===== src/rtl/vu_pkg.sv =====
// Shared definitions for the VU meter channel: state encoding and bar geometry.
package vu_pkg;

  localparam int unsigned N_SEG   = 15;
  localparam int unsigned LEVEL_W = 4;

  typedef enum logic [1:0] {
    IDLE = 2'd0,
    HOLD = 2'd1,
    FALL = 2'd2
  } vu_state_e;

endpackage


===== src/rtl/vu_therm.sv =====
// Combinational thermometer decode of a bar height plus a single peak dot.
module vu_therm
  import vu_pkg::*;
(
  input  logic [LEVEL_W-1:0] bar,
  input  logic [LEVEL_W-1:0] peak,
  output logic [N_SEG-1:0]   leds
);

  always_comb begin
    leds = '0;
    for (int unsigned i = 0; i < N_SEG; i++) begin
      // peak counts segments from 1, so the dot sits at index peak-1
      leds[i] = (i < 32'(bar)) || ((peak != '0) && (i == 32'(peak) - 32'd1));
    end
  end

endmodule


===== src/rtl/vu_bar.sv =====
// VU bar channel: captures a level code as a bar height and runs a peak-hold dot
// that holds for HOLD_TICKS frame ticks and then falls one segment per FALL_TICKS.
module vu_bar
  import vu_pkg::*;
#(
  parameter int unsigned HOLD_TICKS = 32,
  parameter int unsigned FALL_TICKS = 4,
  parameter int unsigned CNT_W      = 8
) (
  input  logic               ck,
  input  logic               rst,
  input  logic               tick,
  input  logic               level_en,
  input  logic [LEVEL_W-1:0] level,
  output logic [N_SEG-1:0]   leds,
  output logic [LEVEL_W-1:0] bar,
  output logic [LEVEL_W-1:0] peak,
  output logic [1:0]         state
);

  localparam logic [CNT_W-1:0]   HOLD_INIT = CNT_W'(HOLD_TICKS);
  localparam logic [CNT_W-1:0]   FALL_INIT = CNT_W'(FALL_TICKS);
  localparam logic [CNT_W-1:0]   CNT_ONE   = CNT_W'(1);
  localparam logic [LEVEL_W-1:0] LVL_MAX   = LEVEL_W'(N_SEG);
  localparam logic [LEVEL_W-1:0] LVL_ONE   = LEVEL_W'(1);

  logic [LEVEL_W-1:0] bar_q, bar_d;
  logic [LEVEL_W-1:0] peak_q, peak_d;
  logic [CNT_W-1:0]   hold_cnt_q, hold_cnt_d;
  logic [CNT_W-1:0]   fall_cnt_q, fall_cnt_d;
  vu_state_e          state_q, state_d;

  logic [LEVEL_W-1:0] height;
  logic               reload;

  // level is at most 15, so 15 - level never wraps
  assign height = LVL_MAX - level;
  assign reload = level_en && (height >= peak_q) && (height != '0);

  always_comb begin
    bar_d      = bar_q;
    peak_d     = peak_q;
    hold_cnt_d = hold_cnt_q;
    fall_cnt_d = fall_cnt_q;
    state_d    = state_q;

    if (level_en) begin
      bar_d = height;
    end

    // A reloading capture swallows a coincident tick; a plain capture does not.
    if (reload) begin
      peak_d = height;
      if (HOLD_TICKS == 0) begin
        state_d    = FALL;
        hold_cnt_d = '0;
        fall_cnt_d = FALL_INIT;
      end else begin
        state_d    = HOLD;
        hold_cnt_d = HOLD_INIT;
        fall_cnt_d = '0;
      end
    end else if (tick) begin
      unique case (state_q)
        HOLD: begin
          if (hold_cnt_q <= CNT_ONE) begin
            hold_cnt_d = '0;
            fall_cnt_d = FALL_INIT;
            state_d    = FALL;
          end else begin
            hold_cnt_d = hold_cnt_q - CNT_ONE;
          end
        end
        FALL: begin
          if (fall_cnt_q <= CNT_ONE) begin
            fall_cnt_d = FALL_INIT;
            if (peak_q <= LVL_ONE) begin
              peak_d  = '0;
              state_d = IDLE;
            end else begin
              peak_d = peak_q - LVL_ONE;
            end
          end else begin
            fall_cnt_d = fall_cnt_q - CNT_ONE;
          end
        end
        default: ;
      endcase
    end
  end

  always_ff @(posedge ck or negedge rst) begin
    if (!rst) begin
      bar_q      <= '0;
      peak_q     <= '0;
      hold_cnt_q <= '0;
      fall_cnt_q <= '0;
      state_q    <= IDLE;
    end else begin
      bar_q      <= bar_d;
      peak_q     <= peak_d;
      hold_cnt_q <= hold_cnt_d;
      fall_cnt_q <= fall_cnt_d;
      state_q    <= state_d;
    end
  end

  vu_therm u_therm (
    .bar  (bar_q),
    .peak (peak_q),
    .leds (leds)
  );

  assign bar   = bar_q;
  assign peak  = peak_q;
  assign state = state_q;

endmodule


===== config.mk =====
export PLATFORM = sky130hd
export DESIGN_NAME = vu_bar
export DESIGN_NICKNAME = d
export VERILOG_FILES = /design/src/rtl/vu_pkg.sv /design/src/rtl/vu_therm.sv /design/src/rtl/vu_bar.sv
export SDC_FILE = /design/constraint.sdc
export NUM_CORES = 1
export LEC_CHECK = 0
export CAP_MARGIN = 20
export CORE_ASPECT_RATIO = 1.5
export CORE_UTILIZATION = 56
export CTS_CLUSTER_DIAMETER = 150
export DETAILED_ROUTE_END_ITERATION = 10
export GPL_TIMING_DRIVEN = 0
export PLACE_DENSITY = 0.85
export SETUP_SLACK_MARGIN = 0.02
export SLEW_MARGIN = 20
export SYNTH_ARGS = -nofsm -noshare
export SYNTH_HDL_FRONTEND = slang
export SYNTH_HIERARCHICAL = 1
export SYNTH_SLANG_ARGS = --single-unit

===== constraint.sdc =====
create_clock -name ck -period 3 [get_ports ck]
set_input_delay 0.6 -clock ck [delete_from_list [all_inputs] [get_ports ck]]
set_output_delay 0.6 -clock ck [all_outputs]
set_load 0.02 [all_outputs]

==> impl_results.html <==
<table>
<tr><th>Metric</th><th>Value</th></tr>
<tr><th colspan="2">Run status</th></tr>
<tr><td>Result of the run</td><td>finished clean</td></tr>
<tr><th colspan="2">Routing</th></tr>
<tr><td>ANT nets after route</td><td>0</td></tr>
<tr><td>Vias post-DR</td><td>1,660</td></tr>
<tr><td>Routed len/inst</td><td>14.7 µm</td></tr>
<tr><td>Top Metal Used</td><td>met4</td></tr>
<tr><td>Post-Route WL</td><td>4190 µm</td></tr>
<tr><td>Wire length on met1</td><td>1660 µm</td></tr>
<tr><td>Initial DRC Count</td><td>42</td></tr>
<tr><td>Number of DRC violations after detailed routing</td><td>0</td></tr>
<tr><td>First-pass iteration count of the detailed router</td><td>4</td></tr>
<tr><td>Per-cell via count in the routed design</td><td>5.82</td></tr>
<tr><td>Routed met2 length</td><td>2300 µm</td></tr>
<tr><td>Sum of met3 wire segment lengths after detailed routing</td><td>114 µm</td></tr>
<tr><th colspan="2">Pwr</th></tr>
<tr><td>Leakage power of the design</td><td>0.000982 µW</td></tr>
<tr><td>Areal power density over the cells</td><td>882 nW/µm²</td></tr>
<tr><td>Maximum vdd ir drop</td><td>0.000528 V</td></tr>
<tr><th colspan="2">Timing</th></tr>
<tr><td>Period Utilization, post-route</td><td>90.3%</td></tr>
<tr><td>Max-slew violation count</td><td>0</td></tr>
<tr><td>Worst setup slack after layout</td><td>0.292 ns</td></tr>
<tr><td>Relative max-transition margin</td><td>60.7%</td></tr>
<tr><td>Peak Freq</td><td>369 MHz</td></tr>
<tr><td>Total of endpoints with negative setup slack in the final report</td><td>0</td></tr>
<tr><td>Setup TNS after final layout</td><td>0 ns</td></tr>
<tr><td>Layout Skew</td><td>0.00457 ns</td></tr>
<tr><td>Final Hold Slack</td><td>0.323 ns</td></tr>
<tr><td>Slew at the pin with the worst max-slew slack</td><td>0.590 ns</td></tr>
<tr><td>Setup repair after global routing missed its margin</td><td>no</td></tr>
<tr><td>Final-report hold violation count</td><td>0</td></tr>
<tr><td>Final min period</td><td>2.71 ns</td></tr>
<tr><th colspan="2">Clocking</th></tr>
<tr><td>Clock root cell</td><td>clkbuf_8</td></tr>
<tr><td>Clock slew at reported path FFs</td><td>0.08 ns</td></tr>
<tr><td>CTS H-Tree Depth</td><td>1</td></tr>
<tr><td>Number of sinks driven by the clock tree</td><td>26</td></tr>
<tr><td>Number of gates given a new drive strength after cts</td><td>0</td></tr>
<tr><td>Clock tree from TritonCTS</td><td>done</td></tr>
<tr><td>Post-CTS setup buffers</td><td>0</td></tr>
<tr><td>Hold-fix buffers at CTS</td><td>0</td></tr>
<tr><td>Inserted Clock Buffers</td><td>3</td></tr>
<tr><td>Clock insertion delay at the later pin of the skew report</td><td>0.27 ns</td></tr>
<tr><td>CTS max path bufs</td><td>2</td></tr>
<tr><th colspan="2">Synth</th></tr>
<tr><td>Sequential fraction of the synthesis area</td><td>35.7%</td></tr>
<tr><td>#FFs+latches synth</td><td>26</td></tr>
<tr><td>Synth Flop Type</td><td>dfrtp_1</td></tr>
<tr><td>Count of yosys warnings during synthesis</td><td>6</td></tr>
<tr><td>Main area contributors after synthesis</td><td>dfrtp_1, ha_1, nor2_1</td></tr>
<tr><td>Library cell occupying the most area in the post-synthesis netlist</td><td>dfrtp_1</td></tr>
<tr><td>Net count after synthesis</td><td>228</td></tr>
<tr><td>Post-synthesis cell count</td><td>210</td></tr>
<tr><td>Post-synth EDFFs</td><td>0</td></tr>
<tr><td>Number of different library cells in the post-synthesis netlist</td><td>50</td></tr>
<tr><td>Synthesized cell area</td><td>1820 µm²</td></tr>
<tr><td>Avg Synthesized Cell Area</td><td>8.68 µm²</td></tr>
<tr><td>Portion of synthesized cell area occupied by the leading cell type</td><td>35.7%</td></tr>
<tr><td>Fraction of registers with async set or reset after synthesis</td><td>100%</td></tr>
<tr><th colspan="2">Place</th></tr>
<tr><td>Routability congestion estimate</td><td>0.834</td></tr>
<tr><td>Post-DP HPWL</td><td>3130 µm</td></tr>
<tr><td>IO buf count</td><td>32</td></tr>
<tr><td>Placement Setup Slack</td><td>0.113 ns</td></tr>
<tr><td>Placed Instance Area</td><td>2190 µm²</td></tr>
<tr><th colspan="2">Floorplanning</th></tr>
<tr><td>Core region area</td><td>3130 µm²</td></tr>
<tr><td>IO Pins</td><td>33</td></tr>
<tr><td>Initial cell density of the core</td><td>58.3%</td></tr>
<tr><td>Die footprint</td><td>3490 µm²</td></tr>
<tr><td>Standard-cell rows</td><td>25</td></tr>
<tr><td>Die Y</td><td>71.9 µm</td></tr>
<tr><td>Horiz. Die Dim</td><td>48.6 µm</td></tr>
<tr><th colspan="2">Finish</th></tr>
<tr><td>Number of fillers in the final layout</td><td>261</td></tr>
<tr><td>Synth-to-layout area growth</td><td>22.3%</td></tr>
<tr><td>Total number of nets in the final design</td><td>265</td></tr>
<tr><td>Final design area excluding fillers</td><td>2230 µm²</td></tr>
<tr><td>Antenna Cells</td><td>0</td></tr>
<tr><td>Most common cell after layout, fill and taps aside</td><td>clkdlybuf4s50_1</td></tr>
<tr><td>Fraction of final layout cells with drive strength greater than 1</td><td>11.8%</td></tr>
<tr><td>Most used cells in the layout excluding fill and tap cells</td><td>clkdlybuf4s50_1, nor2_1, dfrtp_1, nor3_1, inv_1</td></tr>
<tr><td>Final design utilization</td><td>71.3%</td></tr>
<tr><th colspan="2">GRT</th></tr>
<tr><td>Gr ovfl total</td><td>0</td></tr>
<tr><td>Global routing usage summed across all routing layers</td><td>26.2%</td></tr>
<tr><td>Vias in the first global route</td><td>1,587</td></tr>
<tr><td>Initial antenna violation count</td><td>0</td></tr>
<tr><td>Global-route wire length before repair</td><td>7060 µm</td></tr>
<tr><td>Maximum number of pins on one net before global-route repair</td><td>27</td></tr>
<tr><th colspan="2">Worst setup path</th></tr>
<tr><td>Chain of cells forming the critical path</td><td>clkdlybuf4s50_1, inv_1, ha_1, o21a_1, nor2_1, a211oi_1, clkbuf_1, o22ai_1, o31a_1</td></tr>
<tr><td>Critical-path maximum fanout</td><td>10</td></tr>
<tr><td>Endpoint arrival time on the critical path</td><td>2.86 ns</td></tr>
<tr><td>Cell with the biggest individual delay on the critical path</td><td>clkdlybuf4s50_1</td></tr>
<tr><td>Critical Path End Type</td><td>register</td></tr>
<tr><td>CP max stage delay</td><td>0.54 ns</td></tr>
<tr><td>Required time of the worst setup path</td><td>3.15 ns</td></tr>
<tr><td>Count of buffering cells on the critical path with inverters included</td><td>3</td></tr>
<tr><td>Classification of the worst setup path</td><td>in -&gt; reg</td></tr>
<tr><td>Critical Path Source Type</td><td>primary input</td></tr>
<tr><td>Largest delay share family, worst path</td><td>buffers and inverters</td></tr>
<tr><th colspan="2">Min path</th></tr>
<tr><td>Hold Crit Class</td><td>in -&gt; async</td></tr>
<tr><th colspan="2">Run</th></tr>
<tr><td>Max cap viols</td><td>0</td></tr>
</table>
==> worst paths after layout <==
kind	start	to	slack [ns]	cells past startpoint
max	level[3]	peak[1]	0.29	9
min	rst	bar[3]	0.32	1
max reg2reg	peak[3]	peak[1]	0.49	8
min reg2reg	bar[2]	bar[2]	0.53	1
max in group asynchronous	rst	state[1]	2.28	1
min in group ck	bar[2]	bar[2]	0.53	1
==> registers in the layout, indices dropped and copies added (netlist names) <==
| register | flops |
|---|---|
| hold_cnt_q | 8 |
| state | 2 |
| bar | 4 |
| peak | 4 |
| fall_cnt_q | 8 |
==> metal layers <==
| metal | GRT usage [%] | up-vias |
|---|---|---|
| met4 | 15.7 | 0 |
| met1 | 27.8 | 784 |
| met3 | 2.34 | 10 |
| met5 | 0 | - |
| met2 | 49.6 | 49 |
| li1 | - | 817 |
==> stage by stage <==
step           power, µW  std cells
2_1_floorplan       1400        210
3_3_place_gp        1750        282
3_5_place_dp        1770        282
4_1_cts             1970        285
5_1_grt             2120        285
6_report            1970        285
==> report_power, final <==
group	switching [µW]	internal, µW
Sequential	184	462
Clock	102	89.9
Combinational	614	514
==> cell type report <==
type	instances	area, µm²	area share, %
sequential	26	651	29.2
multi-input combinational	162	1070	48.2
clock buffer	3	41.3	1.85
buffer	7	41.3	1.85
timing repair buffer	32	315	14.1
inverter	15	56.3	2.53
tap	40	50.0	2.24
==> cell usage after synthesis (2+ instances only) <==
cell / number
nor2_1: 28
mux2i_1: 7
o21a_1: 3
and3b_1: 2
o21ai_0: 6
a31oi_1: 3
a211oi_1: 2
xor2_1: 2
nand3b_1: 4
mux2_2: 2
ha_1: 10
nor2b_1: 2
buf_2: 4
a21oi_1: 13
or3_1: 3
nor2_2: 2
o22ai_1: 5
clkbuf_1: 2
nor3_1: 16
dfrtp_1: 26
a21o_1: 2
nand2_1: 12
nand3_1: 3
nand4_1: 2
inv_1: 15
o21ai_1: 7
nand2b_4: 4
==> kinds of logic after synthesis <==
logic type / count (synthesis) / synth area share [%]
buffers and inverters: 22 / 5.35
flip-flops: 26 / 35.7
XOR/XNOR: 3 / 1.44
AND/OR/NAND/NOR: 89 / 27.4
AO/OA/AOI/OAI: 51 / 18.2
multiplexers: 9 / 5.08
adder cells (fa/ha/maj): 10 / 6.86
No activity file was read; power rests on OpenSTA's default activity.
==> edit: new RTL, same flow settings <==
Change the package constant `N_SEG` from 15 to 30.
--- a/src/rtl/vu_pkg.sv
+++ b/src/rtl/vu_pkg.sv
@@ -1,7 +1,7 @@
 // Shared definitions for the VU meter channel: state encoding and bar geometry.
 package vu_pkg;
 
-  localparam int unsigned N_SEG   = 15;
+  localparam int unsigned N_SEG   = 30;
   localparam int unsigned LEVEL_W = 4;
 
   typedef enum logic [1:0] {
Ports: changed (resized leds); port bits go from 33 to 48. No check against the original RTL was run, so the function may have changed too.
==> edit against the original RTL <==
  * Core utilization up 2.6 points
  * Setup slack worse by 0.23 ns
  * Synthesized area up 12%
  * Total power fell by 2.3%
  * Sequential cell count did not move
  * Routed wire length increased by 9.1%
  * Combinational power fell by 9%
  * Final area rose by 14%
  * Global-route usage fell by 2.0 points
  * Critical path depth up 2
  * Sequential power fell by 8.5%
  * Worst hold slack worse by 0.015 ns
  * Largest cell class unchanged
==> edit: results <==
set metrics [dict create \
    num_antenna_cells 0 \
    syn_area_per_cell_um2 8.64 \
    first_global_vias 1596 \
    gpl_wtd_cong 0.887 \
    critPathMaxFanout 10 \
    drt_iter0_drc 26 \
    route.vias.total 1852 \
    synth_commonest_cells "sky130_fd_sc_hd__nor2_1, sky130_fd_sc_hd__dfrtp_1, sky130_fd_sc_hd__a21oi_1" \
    antenna_violations_before_repair 0 \
    post_route_clock_skew_ns 0.00339 \
    finish.cell_count_without_fillers 329 \
    netlist_top_cells_area "sky130_fd_sc_hd__dfrtp_1, sky130_fd_sc_hd__ha_1, sky130_fd_sc_hd__buf_4, sky130_fd_sc_hd__nor2_1, sky130_fd_sc_hd__a21oi_1" \
    hold_class "input pin to async pin" \
    yosys_warnings 6 \
    post-place-cells 324 \
    synth_compound_gate_area_share 0.185 \
    placed_area_um2 2460 \
    yosys.cell_types.count 52 \
    largestRegisters "fall_cnt_q x8, hold_cnt_q x8" \
    num-nets-final 308 \
    htreeDepth 1 \
    detailedPlacementHpwl_mm 3.43 \
    ff2ff_setup_slack_ns 0.74 \
    synth_xor_area_frac 0.00859 \
    critPathSlowestCell "sky130_fd_sc_hd__clkdlybuf4s50_1" \
    layout.filler_cells 281 \
    drt_first_pass_iters 4 \
    clock_latency_late_sink_ns 0.28 \
    cts_inserted_buffers 3 \
    p_leak_uw 0.00112 \
    synth-seq-area-share 0.319 \
    reg2reg_path_depth 9 \
    clock-root-buffer "sky130_fd_sc_hd__clkbuf_8" \
    post_route_cells_drive_above_1_share 0.167 \
    first_pass_grt_wire_length_mm 7.12 \
    clk_transition_reported_paths_ns 0.09 \
    max_slew_headroom 0.612 \
    max_stage_delay_ns 0.58 \
    grt_max_degree 27 \
    synthMuxAreaShare 0.0522 \
    maximum_buffer_depth_of_the_clock_tree 2 \
    routed_wirelength_mm 4.57 \
    synth_ff_type "sky130_fd_sc_hd__dfrtp_1" \
    grtUsageTotal 0.242 \
    reg2reg_to "state[1]" \
    result_of_the_run "complete, no violations" \
    area_share_of_fa_ha_maj_cells_after_synthesis 0.0737 \
    timing.rr.start "peak[2]" \
    io_buffers 32 \
    vdd.ir_drop.worst_mv 0.640 \
]
==> edit: cells by family (layout without fill, tap and decap cells) <==
family                   Yosys count  after routing
multiplexers                      10             10
other                              1             15
AO/OA/AOI/OAI                     60             60
adder cells (fa/ha/maj)           12             12
XOR/XNOR                           2              2
buffers and inverters             33             70
AND/OR/NAND/NOR                   92             92
flip-flops                        26             26
==> edit: worst max-delay path by stage <==
stage	startpoint	end	slack [ns]	cells after the start
CTS	level[0]	state[1]	0.03	11
global placement	level[0]	hold_cnt_q[2]	-0.38	11
global route	level[0]	hold_cnt_q[2]	-0.07	11
detailed placement	level[0]	hold_cnt_q[3]	-0.43	12
finish	level[0]	state[1]	0.06	11
floorplan	level[0]	fall_cnt_q[0]	0.56	11
==> edit: worst register-to-register path: cells and delay by family, from the launching register on <==
family | cells | cell delay, ns
DFF | 1 | 0.59
and+or+nand+nor | 1 | 0.18
adders and majority gates | 1 | 0.30
AOI/OAI and AO/OA | 4 | 0.53
buffers and inverters | 3 | 0.53
==> edit: layout make-up <==
type / instances / area, um^2 / share of cell area
sequential: 26 / 651 / 0.256
clock buffer: 3 / 41.3 / 0.0162
inverter: 13 / 48.8 / 0.0192
buffer: 20 / 143 / 0.0560
clock inverter: 1 / 30.0 / 0.0118
multi-input combinational: 191 / 1260 / 0.494
tap: 42 / 52.6 / 0.0206
timing repair buffer: 33 / 323 / 0.127
==> edit: repair_timing <==
action	CTS	global route
gates cloned	0	0
endpoints found under the hold margin	0	0
setup endpoints to repair	10	11
resized for setup	2	3
setup buffers	0	1
==> edit: power breakdown <==
group          leakage [uW]  internal [uW]  switching, uW  total (uW)
Combinational      0.000756            464            571        1030
Sequential         0.000332            437            154         591
Clock             0.0000357            179            116         295
Total               0.00112           1080            841        1920
==> edit: metal layers <==
metal / share of wire / vias up / GRT usage / routed length (um)
met5: 0 / - / 0 / 0
met4: 0.010 / 0 / 0.0751 / 46
met3: 0.030 / 5 / 0.0220 / 139
met2: 0.55 / 43 / 0.466 / 2490
met1: 0.41 / 880 / 0.280 / 1890
li1: - / 924 / - / -
==> edit: stage by stage <==
stage                     setup WS, ns  TNS (ns)  hold WS (ns)
after CTS                       0.0291         0         0.332
final                           0.0582         0         0.308
after detailed placement        -0.429     -4.29         0.527
after global placement          -0.382     -3.78         0.517
after floorplan                  0.558         0         0.304
after global routing           -0.0674    -0.568         0.361
